$ cat src/rtl/serv_bus_arbiter_pkg.sv
// Shared types and constants for the SERV ibus/dbus memory-port arbiter.
package serv_bus_arbiter_pkg;

  typedef enum logic [1:0] {
    IDLE  = 2'd0,
    GNT_I = 2'd1,
    GNT_D = 2'd2
  } arb_state_t;

  typedef enum logic {
    IBUS = 1'b0,
    DBUS = 1'b1
  } grant_t;

  // The instruction bus only ever reads full words.
  localparam logic [3:0] IBUS_DEF_SEL = 4'hF;

  // Round-robin pick: on a tie the requester that did not win last time goes next.
  function automatic grant_t rr_pick(input logic ireq, input logic dreq, input grant_t last);
    if (ireq && dreq) begin
      return (last == IBUS) ? DBUS : IBUS;
    end else if (dreq) begin
      return DBUS;
    end
    return IBUS;
  endfunction

endpackage

$ cat src/rtl/serv_bus_watchdog.sv
// Saturating cycle counter that flags when a granted transaction has waited too long.
module serv_bus_watchdog #(
  parameter int TIMEOUT_CYCLES = 15,
  parameter int CNT_W          = 8
) (
  input  logic clock,
  input  logic reset_n,
  input  logic clr,
  input  logic en,
  output logic expired
);

  localparam logic [CNT_W-1:0] CNT_MAX = '1;
  localparam logic [CNT_W-1:0] TO_VAL  = CNT_W'(TIMEOUT_CYCLES);

  logic [CNT_W-1:0] cnt_q;
  logic [CNT_W-1:0] cnt_d;

  // Clear wins over count; the counter holds at all-ones rather than wrapping.
  always_comb begin
    cnt_d = cnt_q;
    if (clr) begin
      cnt_d = '0;
    end else if (en && (cnt_q != CNT_MAX)) begin
      cnt_d = cnt_q + 1'b1;
    end
  end

  // Counter register.
  always_ff @(posedge clock or negedge reset_n) begin
    if (!reset_n) begin
      cnt_q <= '0;
    end else begin
      cnt_q <= cnt_d;
    end
  end

  assign expired = (cnt_q == TO_VAL);

endmodule

$ cat src/rtl/serv_bus_arbiter.sv
// Round-robin arbiter sharing one Wishbone-style memory port between SERV ibus and dbus,
// with a watchdog that terminates hung transactions with an error ack.
module serv_bus_arbiter
  import serv_bus_arbiter_pkg::*;
#(
  parameter int TIMEOUT_CYCLES = 15,
  parameter int CNT_W          = 8
) (
  input  logic        clock,
  input  logic        reset_n,
  input  logic [31:0] ibus_adr,
  input  logic        ibus_cyc,
  output logic [31:0] ibus_rdt,
  output logic        ibus_ack,
  input  logic [31:0] dbus_adr,
  input  logic [31:0] dbus_dat,
  input  logic [3:0]  dbus_sel,
  input  logic        dbus_we,
  input  logic        dbus_cyc,
  output logic [31:0] dbus_rdt,
  output logic        dbus_ack,
  output logic [31:0] mem_adr,
  output logic [31:0] mem_dat,
  output logic [3:0]  mem_sel,
  output logic        mem_we,
  output logic        mem_cyc,
  input  logic [31:0] mem_rdt,
  input  logic        mem_ack,
  output logic        timeout_err
);

  arb_state_t state_q;
  arb_state_t state_d;
  grant_t     last_grant_q;
  grant_t     last_grant_d;
  logic       timeout_err_q;
  logic       timeout_err_d;

  logic gnt_i;
  logic gnt_d;
  logic req_cyc;
  logic wdog_expired;
  logic fire_timeout;

  assign gnt_i = (state_q == GNT_I);
  assign gnt_d = (state_q == GNT_D);

  // Granted requester still holding its request.
  assign req_cyc = (gnt_i & ibus_cyc) | (gnt_d & dbus_cyc);

  // A real ack in the expiry cycle is a normal completion, so the timeout needs !mem_ack.
  assign fire_timeout = req_cyc & wdog_expired & ~mem_ack;

  // Counter sits at zero in IDLE, so every grant starts counting from zero.
  serv_bus_watchdog #(
    .TIMEOUT_CYCLES (TIMEOUT_CYCLES),
    .CNT_W          (CNT_W)
  ) u_wdog (
    .clock   (clock),
    .reset_n (reset_n),
    .clr     (state_q == IDLE),
    .en      (req_cyc & ~mem_ack),
    .expired (wdog_expired)
  );

  // Next-state: arbitrate in IDLE, return to IDLE on ack, abort or timeout.
  always_comb begin
    state_d       = state_q;
    last_grant_d  = last_grant_q;
    timeout_err_d = timeout_err_q;
    case (state_q)
      IDLE: begin
        if (ibus_cyc || dbus_cyc) begin
          last_grant_d = rr_pick(ibus_cyc, dbus_cyc, last_grant_q);
          state_d      = (last_grant_d == DBUS) ? GNT_D : GNT_I;
        end
      end
      GNT_I, GNT_D: begin
        if (!req_cyc || mem_ack || wdog_expired) begin
          state_d = IDLE;
        end
        if (fire_timeout) begin
          timeout_err_d = 1'b1;
        end
      end
      default: state_d = IDLE;
    endcase
  end

  // FSM, round-robin history and sticky error flag.
  always_ff @(posedge clock or negedge reset_n) begin
    if (!reset_n) begin
      state_q       <= IDLE;
      last_grant_q  <= IBUS;
      timeout_err_q <= 1'b0;
    end else begin
      state_q       <= state_d;
      last_grant_q  <= last_grant_d;
      timeout_err_q <= timeout_err_d;
    end
  end

  // Port steering: pure selection, everything zero outside a grant.
  always_comb begin
    mem_adr  = '0;
    mem_dat  = '0;
    mem_sel  = '0;
    mem_we   = 1'b0;
    ibus_ack = 1'b0;
    ibus_rdt = '0;
    dbus_ack = 1'b0;
    dbus_rdt = '0;
    if (gnt_i) begin
      mem_adr  = ibus_adr;
      mem_sel  = IBUS_DEF_SEL;
      ibus_ack = (req_cyc & mem_ack) | fire_timeout;
      ibus_rdt = fire_timeout ? 32'h0 : mem_rdt;
    end
    if (gnt_d) begin
      mem_adr  = dbus_adr;
      mem_dat  = dbus_dat;
      mem_sel  = dbus_sel;
      mem_we   = dbus_we;
      dbus_ack = (req_cyc & mem_ack) | fire_timeout;
      dbus_rdt = fire_timeout ? 32'h0 : mem_rdt;
    end
  end

  assign mem_cyc     = req_cyc & ~fire_timeout;
  assign timeout_err = timeout_err_q;

endmodule

$ cat config.mk
export PLATFORM = sky130hd
export DESIGN_NAME = serv_bus_arbiter
export DESIGN_NICKNAME = d
export VERILOG_FILES = /design/src/rtl/serv_bus_arbiter_pkg.sv /design/src/rtl/serv_bus_watchdog.sv /design/src/rtl/serv_bus_arbiter.sv
export SDC_FILE = /design/constraint.sdc
export NUM_CORES = 1
export LEC_CHECK = 0
export CAP_MARGIN = 30
export CORE_AREA = 5 5 105 107
export DETAILED_ROUTE_END_ITERATION = 6
export DIE_AREA = 0 0 110 112
export PLACE_DENSITY = 0.74
export SLEW_MARGIN = 20
export SYNTH_ARGS = -nofsm -noshare
export SYNTH_HDL_FRONTEND = slang
export SYNTH_SLANG_ARGS = --single-unit
$ cat constraint.sdc
create_clock -name clock -period 2.87 [get_ports clock]
set_input_delay 0.574 -clock clock [delete_from_list [all_inputs] [get_ports clock]]
set_output_delay 0.574 -clock clock [all_outputs]
set_load 0.03 [all_outputs]
==> reports/qor.yml <==
status: "complete, no violations"
required_ns: 2.30
drc: 0
drtIter0Drc: 90
finalCritPeriodShare: 0.958
fin_crit_ns: 2.75
clockBufferDepth: 2
finalClockSkew_ns: 0.00313
detail_route.first_pass.iterations: 4
wl_per_cell_um: 17.7
synth_top_area_cell: "and2_2"
cp_num_buf_inv: 3
grt_pass1_vias: 2671
dp.final_hpwl_um: 9120
holdWs_ns: 0.472
dp.cells: 631
drt-total-wl_um: 11300
fmax_mhz: 364
crit_family: "buffers and inverters"
path_max_fanout: 16
drive_gt1_frac: 0.287
grt_pass1_wl_um: 15400
synth_top_area_share: 0.216
crit_path_end_kind: "output pin"
synthTopCellsByArea: "and2_2, dfrtp_1, a22o_1"
hold_violations: 0
die_y_um: 112
cap_viol_max_count: 0
p_per_area_nw_per_um2: 716
clk_latency_ns: 0.24
clk_pin_slew_ns: 0.05
synthToLayoutAreaGrowth_pct: 158
cts_root_buf: "clkbuf_8"
io_pins: 275
syn_area_um2: 1840
setup_tns_ns: 0
grt_usage: 0.157
antenna_left: 0
stdcell_count: 638
synth.ff_latch_count: 12
fin_total_pwr_mw: 3.40
grt_max_degree: 40
synthTopCellsByCount: "and2_2, and2_1, a22o_1"
cp-start-kind: "primary input"
ys_seq_area_frac: 0.163
place.gp.congestion: 0.890
antenna_found_initial: 1
hold_path.class: "reg -> reg"
slew_headroom: 0.565
synthArstFlopShare: 1.00
slew_viol_final: 0
cts_sinks: 12
post-synth-top-count-cell: "and2_2"
synth_edf_count: 0
criticalPathCategory: "in -> out"
vdd_drop_max_mv: 0.512
synth-main-ff-cell: "dfrtp_1"
synth_cell_type_count: 38
io_buffers: 274
cts_buffers: 3
max_stage_delay_ns: 0.44
avgSynthCellArea_um2: 7.85
cts_tree: "built"
rsz0062_at_grt: "false"
layout.nets: 645
cp.arrival_ns: 2.18
setup_viol: 0
fin_util: 0.472
p_leak_nw: 2.55
vias_per_cell: 4.29
tightest_slew_ns: 0.648
syn-num-nets: 376
die_x_um: 110
initial_core_util: 0.183
rows: 37
yosys_warnings: 0
htree_levels: 1
vias: 2736
path_cells: "clkdlybuf4s50_1 > a22oi_2 > nor4_4 > buf_6 > nor2b_4 > and2_2 > buf_4"
grt-ovfl-total: 0
netlist_instances: 234
crit_slowest_cell: "clkdlybuf4s50_1"
fp.coreArea_um2: 10000
die_area_um2: 12300
-- final timing paths --
check | from | to | slack [ns] | cells after the start
worst max-delay path | ibus_cyc | ibus_rdt[4] | 0.12 | 7
min in group asynchronous | reset_n | state_q[1]$_DFFE_PN0P_ | 0.69 | 1
worst min register to register | timeout_err$_DFFE_PN0P_ | timeout_err$_DFFE_PN0P_ | 0.47 | 1
max in group asynchronous | reset_n | u_wdog.cnt_q[7]$_DFFE_PN0P_ | 1.82 | 1
worst min-delay path | timeout_err$_DFFE_PN0P_ | timeout_err$_DFFE_PN0P_ | 0.47 | 1
worst max register to register | state_q[0]$_DFFE_PN0P_ | u_wdog.cnt_q[2]$_DFFE_PN0P_ | 0.78 | 7
-- timing repair --
action,CTS,global route
pin swaps,10,1
hold buffers,0,0
setup endpoints to repair,107,83
gates resized for setup,56,25
buffers inserted,1,0
gates cloned,0,2
-- flip-flops by register name (all words and copies together) (netlist names) --
signal	flops
u_wdog.cnt_q	8
timeout_err	1
last_grant_q	1
state_q	2
-- cell usage in the layout, fill, tap and decap left out, types with 8 or more instances in the layout --
cell type	count
clkdlybuf4s50_1	143
and2_1	45
buf_4	62
dfrtp_1	12
a22o_1	34
dlymetal6s2s_1	19
buf_6	9
nor2_1	9
and2_2	53
dlygate4sd2_1	46
a21oi_1	8
-- per-stage QoR --
| stage | cell area (um2) | setup WS [ns] |
|---|---|---|
| 2_1_floorplan | 1840 | 0.389 |
| 3_3_place_gp | 4610 | -0.220 |
| 3_5_place_dp | 4610 | -0.283 |
| 4_1_cts | 4640 | -0.0704 |
| 5_1_grt | 4740 | 0.0200 |
| 6_report | 4740 | 0.121 |
-- area by class of cell --
class,count,area [um2]
antenna,1,2.50
multi-input combinational,198,1490
clock buffer,3,41.3
tap,136,170
timing repair buffer,283,2720
sequential,12,300
fill,984,5300
inverter,5,18.8
-- report_power, final --
part	total, mW	switching (mW)	internal [mW]
clock	0.150	0.0574	0.0921
sequential	0.218	0.0243	0.194
combinational	3.03	1.79	1.24
total	3.40	1.87	1.52
-- cell families after synthesis --
family / count (synthesis) / share of synthesized area
simple gates: 131 / 0.483
compound gates: 58 / 0.251
buf+inv: 26 / 0.0599
flops: 12 / 0.163
fa+ha+maj: 4 / 0.0272
xor+xnor: 2 / 0.00953
mux: 1 / 0.00545
-- metal layers --
layer  part of all wire  vias up  track usage
met3              0.088       19       0.0330
met5                  0        -            0
met4              0.022        0       0.0457
met1               0.36     1249        0.169
li1                   -     1352            -
met2               0.53      116        0.299
Power figures use the tool's default switching activity.
